## config.mk

```make
export PLATFORM = sky130hd
export DESIGN_NAME = chronos_runtime_cfg
export DESIGN_NICKNAME = d
export VERILOG_FILES = /design/src/rtl/chronos_runtime_cfg.sv
export SDC_FILE = /design/constraint.sdc
export NUM_CORES = 1
export LEC_CHECK = 0
export ABC_AREA = 1
export CAP_MARGIN = 20
export CELL_PAD_IN_SITES_DETAIL_PLACEMENT = 1
export CELL_PAD_IN_SITES_GLOBAL_PLACEMENT = 2
export CORE_MARGIN = 1.5
export CORE_UTILIZATION = 32
export DETAILED_ROUTE_END_ITERATION = 6
export GPL_ROUTABILITY_DRIVEN = 0
export PLACE_DENSITY_LB_ADDON = 0.12
export SLEW_MARGIN = 20
export SYNTH_ARGS = -nofsm -noshare
export SYNTH_HDL_FRONTEND = slang
export SYNTH_SLANG_ARGS = --single-unit
```

## constraint.sdc

```tcl
create_clock -name clk -period 2.41 [get_ports clk]
set_input_delay 0.482 -clock clk [delete_from_list [all_inputs] [get_ports clk]]
set_output_delay 0.482 -clock clk [all_outputs]
set_load 0.02 [all_outputs]
```

## src/rtl/chronos_runtime_cfg.sv

```systemverilog
// chronos_runtime_cfg: shadow/active runtime config registers with quiesce-drain commit handshake.
module chronos_runtime_cfg #(
  parameter int N_TILES = 1,
  parameter int N_CFG = 8,
  parameter int CFG_WIDTH = 32,
  parameter logic [N_CFG*CFG_WIDTH-1:0] CFG_RESET = '0,
  parameter logic [N_CFG*CFG_WIDTH-1:0] CFG_WMASK = '1,
  parameter logic [31:0] VERSION = 32'd10,
  parameter int DRAIN_TIMEOUT = 4096
) (
  input  logic                         clk,
  input  logic                         rstn,
  input  logic                         wr_valid,
  output logic                         wr_ready,
  input  logic [7:0]                   wr_addr,
  input  logic [31:0]                  wr_data,
  input  logic                         rd_valid,
  output logic                         rd_ready,
  input  logic [7:0]                   rd_addr,
  output logic                         rdata_valid,
  output logic [31:0]                  rdata,
  output logic                         quiesce_req,
  input  logic [N_TILES-1:0]           quiesce_ack,
  output logic [N_CFG*CFG_WIDTH-1:0]   cfg_active,
  output logic [7:0]                   cfg_epoch
);
  localparam int CW = CFG_WIDTH;
  localparam int TW = $clog2(DRAIN_TIMEOUT + 1);
  localparam logic [TW-1:0] LAST = TW'(DRAIN_TIMEOUT - 1);
  typedef enum logic [1:0] {IDLE, DRAIN, APPLY, RELEASE} state_t;
  state_t state;
  logic [TW-1:0] cnt;
  logic [N_CFG*CW-1:0] shadow;
  logic flag_tmo, flag_bad;
  logic [7:0] wr_idx, rd_idx, act_idx;
  logic wr_sh, rd_sh, rd_act, wr_fire, w1c, bad_w, bad_r, tmo_hit;
  logic [31:0] status, rd_word;
  assign wr_ready = rstn && state == IDLE;
  assign rd_ready = 1'b1;
  assign wr_fire = wr_valid && wr_ready;
  assign wr_idx = wr_addr - 8'h10;
  assign rd_idx = rd_addr - 8'h10;
  assign act_idx = rd_addr - 8'h90;
  assign wr_sh = wr_addr >= 8'h10 && wr_idx < 8'(N_CFG);
  assign rd_sh = rd_addr >= 8'h10 && rd_idx < 8'(N_CFG);
  assign rd_act = rd_addr >= 8'h90 && act_idx < 8'(N_CFG);
  assign w1c = wr_fire && wr_addr == 8'h01;
  assign bad_w = wr_fire && !(wr_addr == 8'h01 || wr_addr == 8'h02 || wr_sh);
  assign bad_r = rd_valid && !(rd_addr <= 8'h02 || rd_sh || rd_act);
  assign tmo_hit = state == DRAIN && !(&quiesce_ack) && cnt == LAST;
  assign status = {16'h0, cfg_epoch, 5'h0, state != IDLE, flag_bad, flag_tmo};
  always_comb begin
    rd_word = '0;
    for (int i = 0; i < N_CFG; i++) begin
      if (rd_sh && rd_idx == 8'(i)) rd_word = 32'(shadow[i*CW +: CW]);
      if (rd_act && act_idx == 8'(i)) rd_word = 32'(cfg_active[i*CW +: CW]);
    end
    if (rd_addr == 8'h00) rd_word = VERSION;
    if (rd_addr == 8'h01) rd_word = status;
  end
  always_ff @(posedge clk or negedge rstn) begin
    if (!rstn) begin
      state <= IDLE;
      cnt <= '0;
      shadow <= CFG_RESET;
      cfg_active <= CFG_RESET;
      cfg_epoch <= '0;
      flag_tmo <= 1'b0;
      flag_bad <= 1'b0;
      quiesce_req <= 1'b0;
      rdata_valid <= 1'b0;
      rdata <= '0;
    end else begin
      rdata_valid <= rd_valid;
      rdata <= rd_valid ? rd_word : '0;
      // a new flag event in the same cycle as its W1C clear keeps the flag set
      flag_bad <= (flag_bad && !(w1c && wr_data[1])) || bad_w || bad_r;
      flag_tmo <= (flag_tmo && !(w1c && wr_data[0])) || tmo_hit;
      for (int i = 0; i < N_CFG; i++)
        if (wr_fire && wr_sh && wr_idx == 8'(i))
          shadow[i*CW +: CW] <= (CW'(wr_data) & CFG_WMASK[i*CW +: CW]) | (CFG_RESET[i*CW +: CW] & ~CFG_WMASK[i*CW +: CW]);
      case (state)
        IDLE: if (wr_fire && wr_addr == 8'h02) begin
          state <= DRAIN;
          quiesce_req <= 1'b1;
          cnt <= '0;
        end
        DRAIN: begin
          cnt <= cnt + 1'b1;
          if (&quiesce_ack) state <= APPLY;
          else if (cnt == LAST) begin
            state <= RELEASE;
            quiesce_req <= 1'b0;
          end
        end
        // tiles stay quiesced while the new configuration lands
        APPLY: begin
          cfg_active <= shadow;
          cfg_epoch <= cfg_epoch + 8'd1;
          state <= RELEASE;
          quiesce_req <= 1'b0;
        end
        default: if (!(|quiesce_ack)) state <= IDLE;
      endcase
    end
  end
endmodule

```

# Yosys cells after proc, flatten, opt, wreduce, memory -nomap -nowiden

Cells that the tools add are included.

Register bits: 571
Input bits: 53
Output and inout bits: 300
Logic and storage cells: 154

$add $sub $neg: 5
Magnitude comparators: 7
Equal/unequal tests: 32
Multiplexer cells: 30
Reduce and logical (&&, ||, !) cells: 63

Operator list:

| operator                                                                          | count |
|---|---|
| 32-bit two-way mux                                                                | 19 |
| 8-bit by 3-bit equality test with 1-bit output (second input constant)            | 12 |
| 8-bit by 2-bit equality test with 1-bit output (second input constant)            | 7 |
| 8-bit by 1-bit equality test with 1-bit output (second input constant)            | 5 |
| 1-bit logical AND                                                                 | 40 |
| 8-bit logical NOT                                                                 | 4 |
| 13-bit one-hot mux with 2 select lines                                            | 1 |
| 8-bit by 4-bit < comparator with 1-bit output (second input constant)             | 3 |
| 8-bit by 5-bit >= comparator with 1-bit output (second input constant)            | 2 |
| 8-bit by 5-bit subtractor with 8-bit output (second input constant)               | 2 |
| 13-bit by 1-bit adder with 13-bit output (second input constant)                  | 1 |
| 13-bit by 12-bit equality test with 1-bit output (second input constant)          | 1 |
| 13-bit two-way mux                                                                | 1 |
| 8-bit by 1-bit adder with 8-bit output (second input constant)                    | 1 |
| 8-bit >= comparator (second input constant)                                       | 1 |
| 8-bit by 2-bit less-or-equal comparator with 1-bit output (second input constant) | 1 |
| 2-bit two-way mux                                                                 | 4 |
| 8-bit subtractor (second input constant)                                          | 1 |
| 1-bit logical OR                                                                  | 7 |
| 2-bit one-hot mux with 3 select lines                                             | 1 |
| 1-bit logical NOT                                                                 | 5 |
| 2-bit by 1-bit inequality test with 1-bit output (second input constant)          | 2 |
| 4-bit by 1-bit inequality test with 1-bit output (second input constant)          | 1 |
| 4-bit AND reduction                                                               | 1 |
| 11 further kinds                                                                  | 14 |

# Longest topological paths before layout

Gate-level depths: netlist of the first run.

Depth after elaboration: 23
Mapped depth: 17
Mapped depth without buffers: 17

# Least setup slack after synthesis of the first run

No wires, ideal clock.

Path type: register to register
Start point: reg state[0]
End point: reg cnt[10]
Library setup time: 0.137 ns
Data arrival time: 1.937 ns
Required time: 2.273 ns
Slack: 0.335 ns
Stages on the path, launching flop included: 14
Buffers on the path: 0
Clock period less this slack: 2.075 ns
Path through: dfrtp_1 > inv_1 > ha_1 > nand2_1 > inv_1 > nand2_1 > inv_1 > nand2_1 > o21ai_2 > inv_1 > nor3_1 > nand2_1 > nor2_1 > a211oi_1

Longest elaborated chain between the ends: 6
Elaborated cells on any way between the ends: 9
Classes of those cells: 2 x eq/ne; 1 x mux; 6 x reduce/logical

Ends and longest elaborated chain:

| element                                                    | RTL line | RTL |
|---|---|---|
| start: declaration                                         | 31       | `state_t state;` |
| start signal: assignment                                   | 63       | `state <= IDLE;` |
| start signal: assignment                                   | 84       | `state <= DRAIN;` |
| start signal: assignment                                   | 90       | `if (&quiesce_ack) state <= APPLY;` |
| 2-bit logical NOT                                          | 38       | `assign wr_ready = rstn && state == IDLE;` |
| 1-bit logical AND                                          | 38       |  |
| net wr_ready                                               | 14       | `output logic wr_ready,` |
| 1-bit logical AND                                          | 40       | `assign wr_fire = wr_valid && wr_ready;` |
| 1-bit logical AND                                          | 83       | `IDLE: if (wr_fire && wr_addr == 8'h02) begin` |
| 2-bit by 1-bit inequality test with 1-bit output (no line) | -        |  |
| 2-bit AND reduction (no line)                              | -        |  |
| end signal: assignment                                     | 89       | `cnt <= cnt + 1'b1;` |
| end: declaration                                           | 32       | `logic [TW-1:0] cnt;` |

The timed path passes the listed nets, and every way through them passes these cells.
A chain may end at the register's enable or synchronous reset.

# Worst setup path after layout of the first run

Start point: reg cfg_active[144]
End point: out cfg_active[144]

RTL lines:

| element                  | RTL line | RTL |
|---|---|---|
| start: declaration       | 24       | `output logic [N_CFG*CFG_WIDTH-1:0] cfg_active,` |
| start signal: assignment | 98       | `cfg_active <= shadow;` |

No word-level cell between the ends.

==> metrics, run 1 <==
top_reg_cell synth=dfrtp_1; Required @ worst endpoint=1930 ps; Tot GR Track Use=25.68%; Layout Nets=3674; Hold Path Origin=cnt[12]$_DFFE_PN0P_; Clock Pin Slew Worst Setup and Hold Paths=approximately 60 ps; hold endpoint=cnt[12]$_DFFE_PN0P_; mux cell area share after synthesis=0%; pwr/cell area=698.7 mW/mm^2; fillers=around 9300; initial antenna violation count=1; CP top delay family=buffers and inverters; P_leak=between 15 and 20 nW; Initial Utilization=32.25%; VDD IR-drop max=slightly above 0.4 mV; Setup CP Type=register to output port; Final Hold Fails=0; total of warnings raised by yosys=0; clk sink count=between 500 and 600; IO Pins=about 350; die width=284.7 um; Max Slew Vio Count=0; CP Launch Type=register; total grt overflow=0; CP endpoint kind=output port; router iterations before antenna repair=5; cells after synthesis=3155; die height=about 280 um; CTS H-tree depth=3; Synthesized Nets=roughly 3200; Sequential Area=about 0.014 mm^2; vias per cell=about 5; Synth Area in Compound Gates=a little over a tenth; first-pass GRT wire length=between 150000 and 200000 um; slew margin rel.=around 49%; reg2reg start=state[0]$_DFFE_PN0P_; worst reg-to-reg setup slack=~190 ps; pin count of the biggest net entering global routing=between 100 and 150; Max Cap Viol=0; Yosys cell types=43; CTS Buf Count=69; DRC errors left=0; Synth Area in Simple Gates=between 20% and 30%; Worst Clk Skew=18.67 ps; adder-cell area share of the yosys netlist=less than 1%; die area=0.08106 mm^2; vias in the first global route=24960; Period minus WS final=approximately 2300 ps; PortBufs=~350; worst path cell trace=clkdlybuf4s50_1; Area growth, synth to finish=34.01%; overall routed net length=roughly 100000 um; Critical Path Fanout Max=3; initial DRC count=~1300; hold path depth=1; CTS tree=done; register bit count reported by yosys=between 500 and 600; Detail Route Antenna Nets=0; CORE AREA=just under 0.08 mm^2; Vias=about 23000; worst skew pair latency=about 600 ps; post-synthesis cell area=0.02539 mm^2; largest family of logic cells by synthesized area=simple AND/OR/NAND/NOR gates; crit-path max cell delay=just under 700 ps; Post-Synth XOR/XNOR Area=less than 1%; setup_tns=0 ps; slowest CP cell=clkdlybuf4s50_1; Hold Crit Class=register to register; number of flops mapped to enable cells by yosys=0; final setup fails=0; Worst-Margin Slew=approximately 770 ps; DP HPWL=around 76000 um; Arr. time, crit path=about 1800 ps; final core utilization=43.22%; Cell Rows=103; Crit path buffers/inverters=1; RSZ-0062 raised after global routing=no; sequential share of the synthesized area=56.27%; status=finished, final reports clean; Reg2Reg Capture Point=cnt[10]$_DFFE_PN0P_; clk buf depth=3; n_diodes=0; WL/cell=22.03 um; Avg Cell Area, Syn=between 8 and 9 um^2; Fmax=0.4385 GHz; part of the cycle the worst path needs=94.62%; Root Buffer=clkbuf_16; Reg2Reg Depth=13; Post-synth ARST share=100.0%; area of the multi-input gates=0.009487 mm^2; share of cells above drive strength 1=a little over a tenth
logic make-up after synthesis:
group	count (synthesis)
simple gates	1585
compound gates	534
other cells	1
flops	571
fa+ha+maj	7
buf+inv	450
xor+xnor	7
flip-flops by register name (all words and copies together), names as in the netlist:
signal and cells:
cfg_active 256, rdata 32, quiesce_req 1, cnt 13, cfg_epoch 8, shadow 256
rdata_valid 1, state 2, flag_bad 1, flag_tmo 1
area by class of cell:
| cell class | instances | share of cell area (%) |
|---|---|---|
| sequential | 571 | 41.99 |
| multi-input combinational | 2134 | 27.88 |
| timing repair buffer | 545 | 16.46 |
| clock buffer | 101 | 6.111 |
| tap | 1050 | 3.860 |
| inverter | 293 | 3.246 |
| clock inverter | 15 | 0.4522 |
stage by stage:
step / power [mW] / cell area, um^2 / hold WS, ps / worst slack [ps] / instances
after floorplan: 11.58 / 25390 / 186.4 / 335.3 / 3155
after global placement: 13.46 / 31630 / 454.1 / -876.3 / 4589
after detailed placement: 13.51 / 31630 / 469.3 / -874.0 / 4589
after CTS: 24.08 / 33930 / 485.5 / -6.164 / 4707
after global routing: 24.70 / 34030 / 499.3 / 44.41 / 4709
final: 23.78 / 34030 / 481.9 / 129.7 / 4709
layer usage:
layer	wire (um)	up-vias	GRT usage (%)
met1	43780	11700	32.16
met2	52660	513	45.65
met3	3879	161	3.098
met4	3438	0	8.617
li1	-	10880	-
met5	0	-	0
placed cells by master, fill, tap and decap left out, drive strengths merged:
master,count
nor3b,1
nor2,156
buf,193
o21bai,2
clkdlybuf4s50,341
o21a,3
a211oi,2
o22ai,11
dlymetal6s2s,2
o31ai,2
ha,7
clkinv,13
nor4,3
o211ai,18
conb,1
nand3,47
o21ai,463
inv,292
dfrtp,571
bufinv,3
o2111ai,2
clkbuf,102
clkdlybuf4s15,1
xnor2,1
or2,20
nand4,76
a21oi,30
o311ai,1
nand3b,8
nor3,26
nand2,1248
dlygate4sd2,6
dlygate4sd3,1
xor2,6
worst max-delay path by stage:
stage	from	end	slack, ps	cells after the start
2_1_floorplan	state[0]$_DFFE_PN0P_	cnt[10]$_DFFE_PN0P_	340	13
3_3_place_gp	rd_addr[5]	rdata[17]$_DFF_PN0_	-880	16
3_5_place_dp	rd_addr[5]	rdata[17]$_DFF_PN0_	-870	16
4_1_cts	rd_addr[2]	rdata[17]$_DFF_PN0_	-6	17
5_1_grt	state[1]$_DFFE_PN0P_	wr_ready	40	5
6_report	cfg_active[144]$_DFFE_PN0P_	cfg_active[144]	130	1
synthesized netlist by cell type (11+ instances only):
master | instances | area [um^2]
o22ai_1 | 11 | 68.82
clkbuf_1 | 129 | 484.2
or2_2 | 16 | 100.1
dfrtp_1 | 571 | 14290
buf_2 | 16 | 80.08
o211ai_1 | 18 | 135.1
nor2_1 | 144 | 540.5
nand4_1 | 75 | 469.2
nand3_1 | 46 | 230.2
a21oi_1 | 30 | 150.1
nand2_1 | 1243 | 4666
inv_1 | 281 | 1055
o21ai_0 | 458 | 2292
nor3_1 | 25 | 125.1
what timing repair did:
item,CTS,global route
hold buffers,1,0
endpoints found under the setup margin,26,31
pin swaps,6,15
setup buffers,0,1
resized for setup,20,24
cloned,1,1
endpoints found under the hold margin,6,0
report_power, final:
part           internal (mW)  switching (mW)
Sequential              9.73           0.181
Combinational          0.914            2.50
Clock                   6.26            4.20
(Power assumes the default switching activity.)
==> run 2: changes to the inputs <==
- CELL_PAD_IN_SITES_DETAIL_PLACEMENT: 1 -> default
- CELL_PAD_IN_SITES_GLOBAL_PLACEMENT: 2 -> default
- CORE_UTILIZATION: 32 -> 40
- REMOVE_ABC_BUFFERS: default -> 1
==> run 2 against run 1 <==
Setup slack got worse by 31 ps. Cell area down 1.1%. Largest power group unchanged. First-iteration DRC count rose by 78%. Via count decreased by 0.80%. Critical path depth up 4. Core utilization grew 10 points. Global-route usage grew 2.3 points. Clock skew increased by 16 ps. Non-clock buffer count is 10 lower. The run now ends with DRC left.
==> metrics, run 2 (synthesis gave the netlist of run 1 again) <==
WL/cell=20.20 um (-8.3%); post-layout instance area=0.03366 mm^2 (-1.1%); clk sink count=571 (unchanged); CTS H-tree depth=3 (unchanged); Cell Rows=92 (-11%); final worst slack=98.96 ps (-30.70 ps); Layout Nets=3661 (-0.35%); final setup fails=0 (unchanged); die width=255.0 um (-10%); hold endpoint=flag_bad$_DFF_PN0_; Max Slew Vio Count=0 (unchanged); Initial Utilization=40.33% (+8.1 points); Hold Path Origin=rd_addr[3]; n_diodes=0 (unchanged); CP Launch Type=register; slowest CP cell=dfrtp_1; Placed Cells=4374 (-4.7%); total grt overflow=0 (unchanged); worst path cell trace=inv_2 > ha_2 > nand2_1 > inv_1 > clkdlybuf4s15_2; first-pass GRT wire length=136200 um (-13%); Detail Route Antenna Nets=0 (unchanged); Worst-Margin Slew=733.1 ps (-37.77 ps); slew margin rel.=51.13% (+2.5 points); pin count of the biggest net entering global routing=136 (+3.0%); CORE AREA=0.06297 mm^2 (-20%); Tot GR Track Use=28.00% (+2.3 points); failing checks=DRC; hold path depth=3 (+2); pwr/cell area=677.8 mW/mm^2 (-3.0%); Area growth, synth to finish=32.54%; overall routed net length=90740 um (-13%); CTS tree=done; clk buf depth=3 (unchanged); worst skew pair latency=610 ps (about the same); largest registers=cfg_active x256, shadow x256, rdata x32; overall power=22.81 mW (-4.1%); Period minus WS final=2311 ps (+30.70 ps); Setup CP Type=register to output port; non-filler cells, final=4492 (-4.6%); P_leak=15.70 nW (-0.19%); CTS Buf Count=66 (-4.3%); Reg2Reg Depth=13 (unchanged); hold_ws=461.6 ps (-20.27 ps); initial antenna violation count=2 (+1); Worst Clk Skew=34.72 ps (+16.05 ps); Hold Crit Class=primary input to register; Max Cap Viol=0 (unchanged); Clock Pin Slew Worst Setup and Hold Paths=60 ps (about the same); die height=255.0 um (-10%); DRC errors left=6 (+6); Fmax=0.4327 GHz (-1.3%); reg2reg start=state[0]$_DFFE_PN0P_; most common cell after layout, fill and taps aside=nand2_1; status=complete, but fails checks; Arr. time, crit path=1830 ps (+30 ps); Vias=23070 (-0.80%); pre-CTS WS=-606.5 ps (+267.5 ps); Required @ worst endpoint=1930 ps (about the same); VDD IR-drop max=0.5788 mV (+40%); vias per cell=5.136 (+4.0%); PortBufs=351 (unchanged); router iterations before antenna repair=7 (+2); CP endpoint kind=output port; Final Hold Fails=0 (unchanged); part of the cycle the worst path needs=95.89% (+1.3 points); worst reg-to-reg setup slack=220 ps (+30 ps); Critical Path Fanout Max=5 (+2); crit path from=state[0]$_DFFE_PN0P_; share of cells above drive strength 1=9.709% (-0.76 points); Reg2Reg Capture Point=cnt[10]$_DFFE_PN0P_; RSZ-0062 raised after global routing=yes; die area=0.06501 mm^2 (-20%); crit-path max cell delay=440 ps (-250 ps); placed instance area=0.03142 mm^2 (-0.64%); DP HPWL=61310 um (-20%); initial DRC count=2291 (+78%); IO Pins=353 (unchanged); Root Buffer=clkbuf_16; commonest non-fill, non-tap cells in the layout=1235 x nand2_1, 570 x dfrtp_1, 458 x o21ai_0; vias in the first global route=22300 (-11%)
==> run 2: how the worst max path moves through the flow <==
stage | end | depth (start not counted) | slack, ps
after floorplan | cfg_active[116]$_DFFE_PN0P_ | 4 | -9660
after detailed placement | rdata[9]$_DFF_PN0_ | 16 | -610
final | wr_ready | 5 | 100
after global routing | rdata[9]$_DFF_PN0_ | 17 | -30
after global placement | rdata[9]$_DFF_PN0_ | 16 | -590
after CTS | rdata[9]$_DFF_PN0_ | 16 | 9
==> run 2: layout make-up <==
class	count	area, um^2
Clock buffer	102	2021
Tap cell	846	1059
Sequential cell	571	14290
Clock inverter	11	118.9
Fill cell	5882	29310
Inverter	293	1107
Timing Repair Buffer	535	5585
Multi-Input combinational cell	2134	9477
==> run 2: metrics by stage <==
stage / util [%] / TNS (ps)
3_5_place_dp: 49.91 / -12660
6_report: 53.45 / 0
2_1_floorplan: - / -1920500
5_1_grt: 53.45 / -25.26
4_1_cts: 53.33 / 0
3_3_place_gp: 49.91 / -11210
==> run 2: worst max-delay path, delay by kind of cell (launching register included) <==
kind / cells / cell delay [ps]
adders and majority gates: 1 / 230
DFF: 1 / 440
and+or+nand+nor: 1 / 100
buffers and inverters: 3 / 470
==> run 2: what timing repair did <==
item                       in CTS  in global routing
hold buffers                    1                  0
resized for setup               4                 19
hold endpoints to repair       37                  0
pin swaps                       0                  2
setup buffers                   0                  4
setup endpoints to repair       1                 14
==> run 2: power breakdown <==
part	switching (mW)	internal [mW]	leakage (nW)	total (mW)
Combinational	2.24	0.711	6.71	2.95
Sequential	0.143	9.72	7.93	9.87
Clock	4.03	5.97	1.05	9.99
Total	6.41	16.4	15.7	22.8
==> run 2: metal layers <==
metal / up-vias / track usage, % / wire length (um)
li1: 10870 / - / -
met1: 11180 / 38.63 / 38780
met2: 881 / 45.43 / 42970
met3: 138 / 4.424 / 6612
met4: 2 / 8.538 / 2368
met5: - / 0 / 10
==> run 3: changes to the inputs <==
- GPL_TIMING_DRIVEN: default -> 0
==> run 3 against run 2 <==
Flip-flop and latch count unchanged. Highest routed layer unchanged. Largest power group unchanged. Fmax decreased by 1.5%. Wire length increased by 4.4%. Cell area is 0.61% higher. Via count hardly changed. Global-route usage is 0.29 points higher. Cell count down 1.6%. Die area unchanged. Clock skew shrank 20 ps. The flow now finishes without violations.
==> metrics, run 3 (synthesis gave the netlist of run 1 again) <==
status=finished, final reports clean; die area=0.06501 mm^2 (unchanged); Tot GR Track Use=28.29% (+0.29 points); Max Slew Vio Count=0 (unchanged); non-filler cells, final=4422 (-1.6%); final setup fails=0 (unchanged); CORE AREA=0.06297 mm^2 (unchanged); Period minus WS final=2345 ps (+34.28 ps); RSZ-0062 raised after global routing=yes; DP HPWL=56600 um (-7.7%); crit-path max cell delay=490 ps (+50 ps); CP top delay family=simple AND/OR/NAND/NOR gates; Layout Nets=3583 (-2.1%); DRC errors left=0 (-6); die height=255.0 um (unchanged); PortBufs=351 (unchanged); vias in the first global route=21880 (-1.9%); clk buf depth=3 (unchanged); total grt overflow=0 (unchanged); most common cell after layout, fill and taps aside=nand2_1; Worst-Margin Slew=804.3 ps (+71.20 ps); CTS H-tree depth=3 (unchanged); Cell Rows=92 (unchanged); largest registers=cfg_active x256, shadow x256, rdata x32; Final Hold Fails=0 (unchanged); Clock Pin Slew Worst Setup and Hold Paths=60 ps (about the same); slowest CP cell=nand3_2; VDD IR-drop max=0.5024 mV (-13%); vias per cell=5.220 (+1.6%); commonest non-fill, non-tap cells in the layout=1231 x nand2_1, 570 x dfrtp_1, 458 x o21ai_0; router iterations before antenna repair=7 (unchanged); CTS Buf Count=66 (unchanged); overall routed net length=94780 um (+4.4%); first-pass GRT wire length=136500 um (+0.18%); initial DRC count=2101 (-8.3%); IO Pins=353 (unchanged); WL/cell=21.43 um (+6.1%); Root Buffer=clkbuf_16; Worst Clk Skew=14.86 ps (-19.86 ps); Max Cap Viol=0 (unchanged); Setup CP Type=register to register; share of cells above drive strength 1=8.375% (-1.3 points); Vias=23090 (+0.065%); setup_tns=0 ps (unchanged); Critical Path Fanout Max=14 (+9); P_leak=15.59 nW (-0.66%); Crit path buffers/inverters=3 (unchanged); Arr. time, crit path=2840 ps (+1010 ps); part of the cycle the worst path needs=97.32% (+1.4 points); Area growth, synth to finish=33.35%; Placed Cells=4230 (-3.3%); worst skew pair latency=590 ps (-20 ps); pwr/cell area=694.8 mW/mm^2 (+2.5%); Detail Route Antenna Nets=0 (unchanged); pin count of the biggest net entering global routing=96 (-29%); worst path cell trace=inv_1 > ha_4 > nand2_1 > inv_1 > nand2_1 > nor2_4 > buf_12 > nand3_2 > o21ai_0; initial antenna violation count=10 (+8); die width=255.0 um (unchanged); CP Launch Type=register; Required @ worst endpoint=2900 ps (+970 ps); Fmax=0.4264 GHz (-1.5%); overall power=23.53 mW (+3.1%); Initial Utilization=40.33% (unchanged); CP endpoint kind=register; clk sink count=571 (unchanged); slew margin rel.=46.20% (-4.9 points); CTS tree=done; Hold Crit Class=primary input to asynchronous set/reset pin
## run 3: cell count changes in the layout (fill, tap and decap cells not counted), sizes merged, moves of 4 or more
cell           before   now
inv               293   289
bufbuf              0     7
clkinv              8    13
dlymetal6s2s        3     7
clkdlybuf4s50     346   342
nand2            1248  1252
buf               184    88
diode               0     6
## run 3: routing by layer
layer  part of all wire, %  track usage [%]  vias up  wire (um)
li1                      -                -    10750          -
met3                   7.7            6.529      191       7296
met5                 0.032                0        -         30
met1                    42            36.93    11280      39380
met4                   3.5            9.112        4       3291
met2                    47            46.54      861      44790
## run 3: power breakdown
group	total [mW]	internal [mW]	leakage [nW]	switching (mW)
registers	9.87	9.72	7.93	0.144
clock network	10.3	6.27	1.10	4.02
logic	3.37	0.943	6.56	2.42
total	23.5	16.9	15.6	6.59
## run 3: timing repair
item | 4_1_cts | 5_1_grt
resized for setup | 54 | 47
endpoints found under the hold margin | 67 | 0
hold buffers | 6 | 0
cloned | 9 | 7
setup endpoints to repair | 406 | 166
pin swaps | 9 | 20
setup buffers | 19 | 31
## run 3: worst min-delay path, delay by kind of cell
family,cells,cell delay [ps]
buf+inv,3,570
## run 3: stage by stage
step / utilization (%) / area, um^2 / setup slack (ps) / hold slack (ps)
after global placement: 46.55 / 29310 / -25230 / 453.6
after CTS: 52.83 / 33270 / 1.375 / 55.20
after global routing: 53.77 / 33860 / -20.38 / 64.70
after floorplan: - / 24740 / -9663 / 186.4
after detailed placement: 48.04 / 30250 / -1975 / 431.6
final: 53.78 / 33860 / 64.68 / 35.91
## run 3: final timing paths
path,from,end,slack [ps],cells past startpoint
min in group clk,rd_addr[3],flag_bad$_DFF_PN0_,430,3
max,state[1]$_DFFE_PN0P_,shadow[160]$_DFFE_PN0P_,60,9
min,rstn,cfg_active[94]$_DFFE_PN0P_,40,3
max reg2reg,state[1]$_DFFE_PN0P_,shadow[160]$_DFFE_PN0P_,60,9
max in group asynchronous,rstn,cfg_active[111]$_DFFE_PN0P_,1230,3
min reg2reg,cnt[12]$_DFFE_PN0P_,cnt[12]$_DFFE_PN0P_,470,1
## run 3: layout make-up
type	instances	area (um^2)
antenna	6	15.01
inverter	293	1191
tap	846	1059
clock inverter	14	177.7
clock buffer	101	2049
sequential	571	14290
timing repair buffer	450	5276
timing repair inverter	1	8.758
multi-input combinational	2140	9797
fill	5783	29100
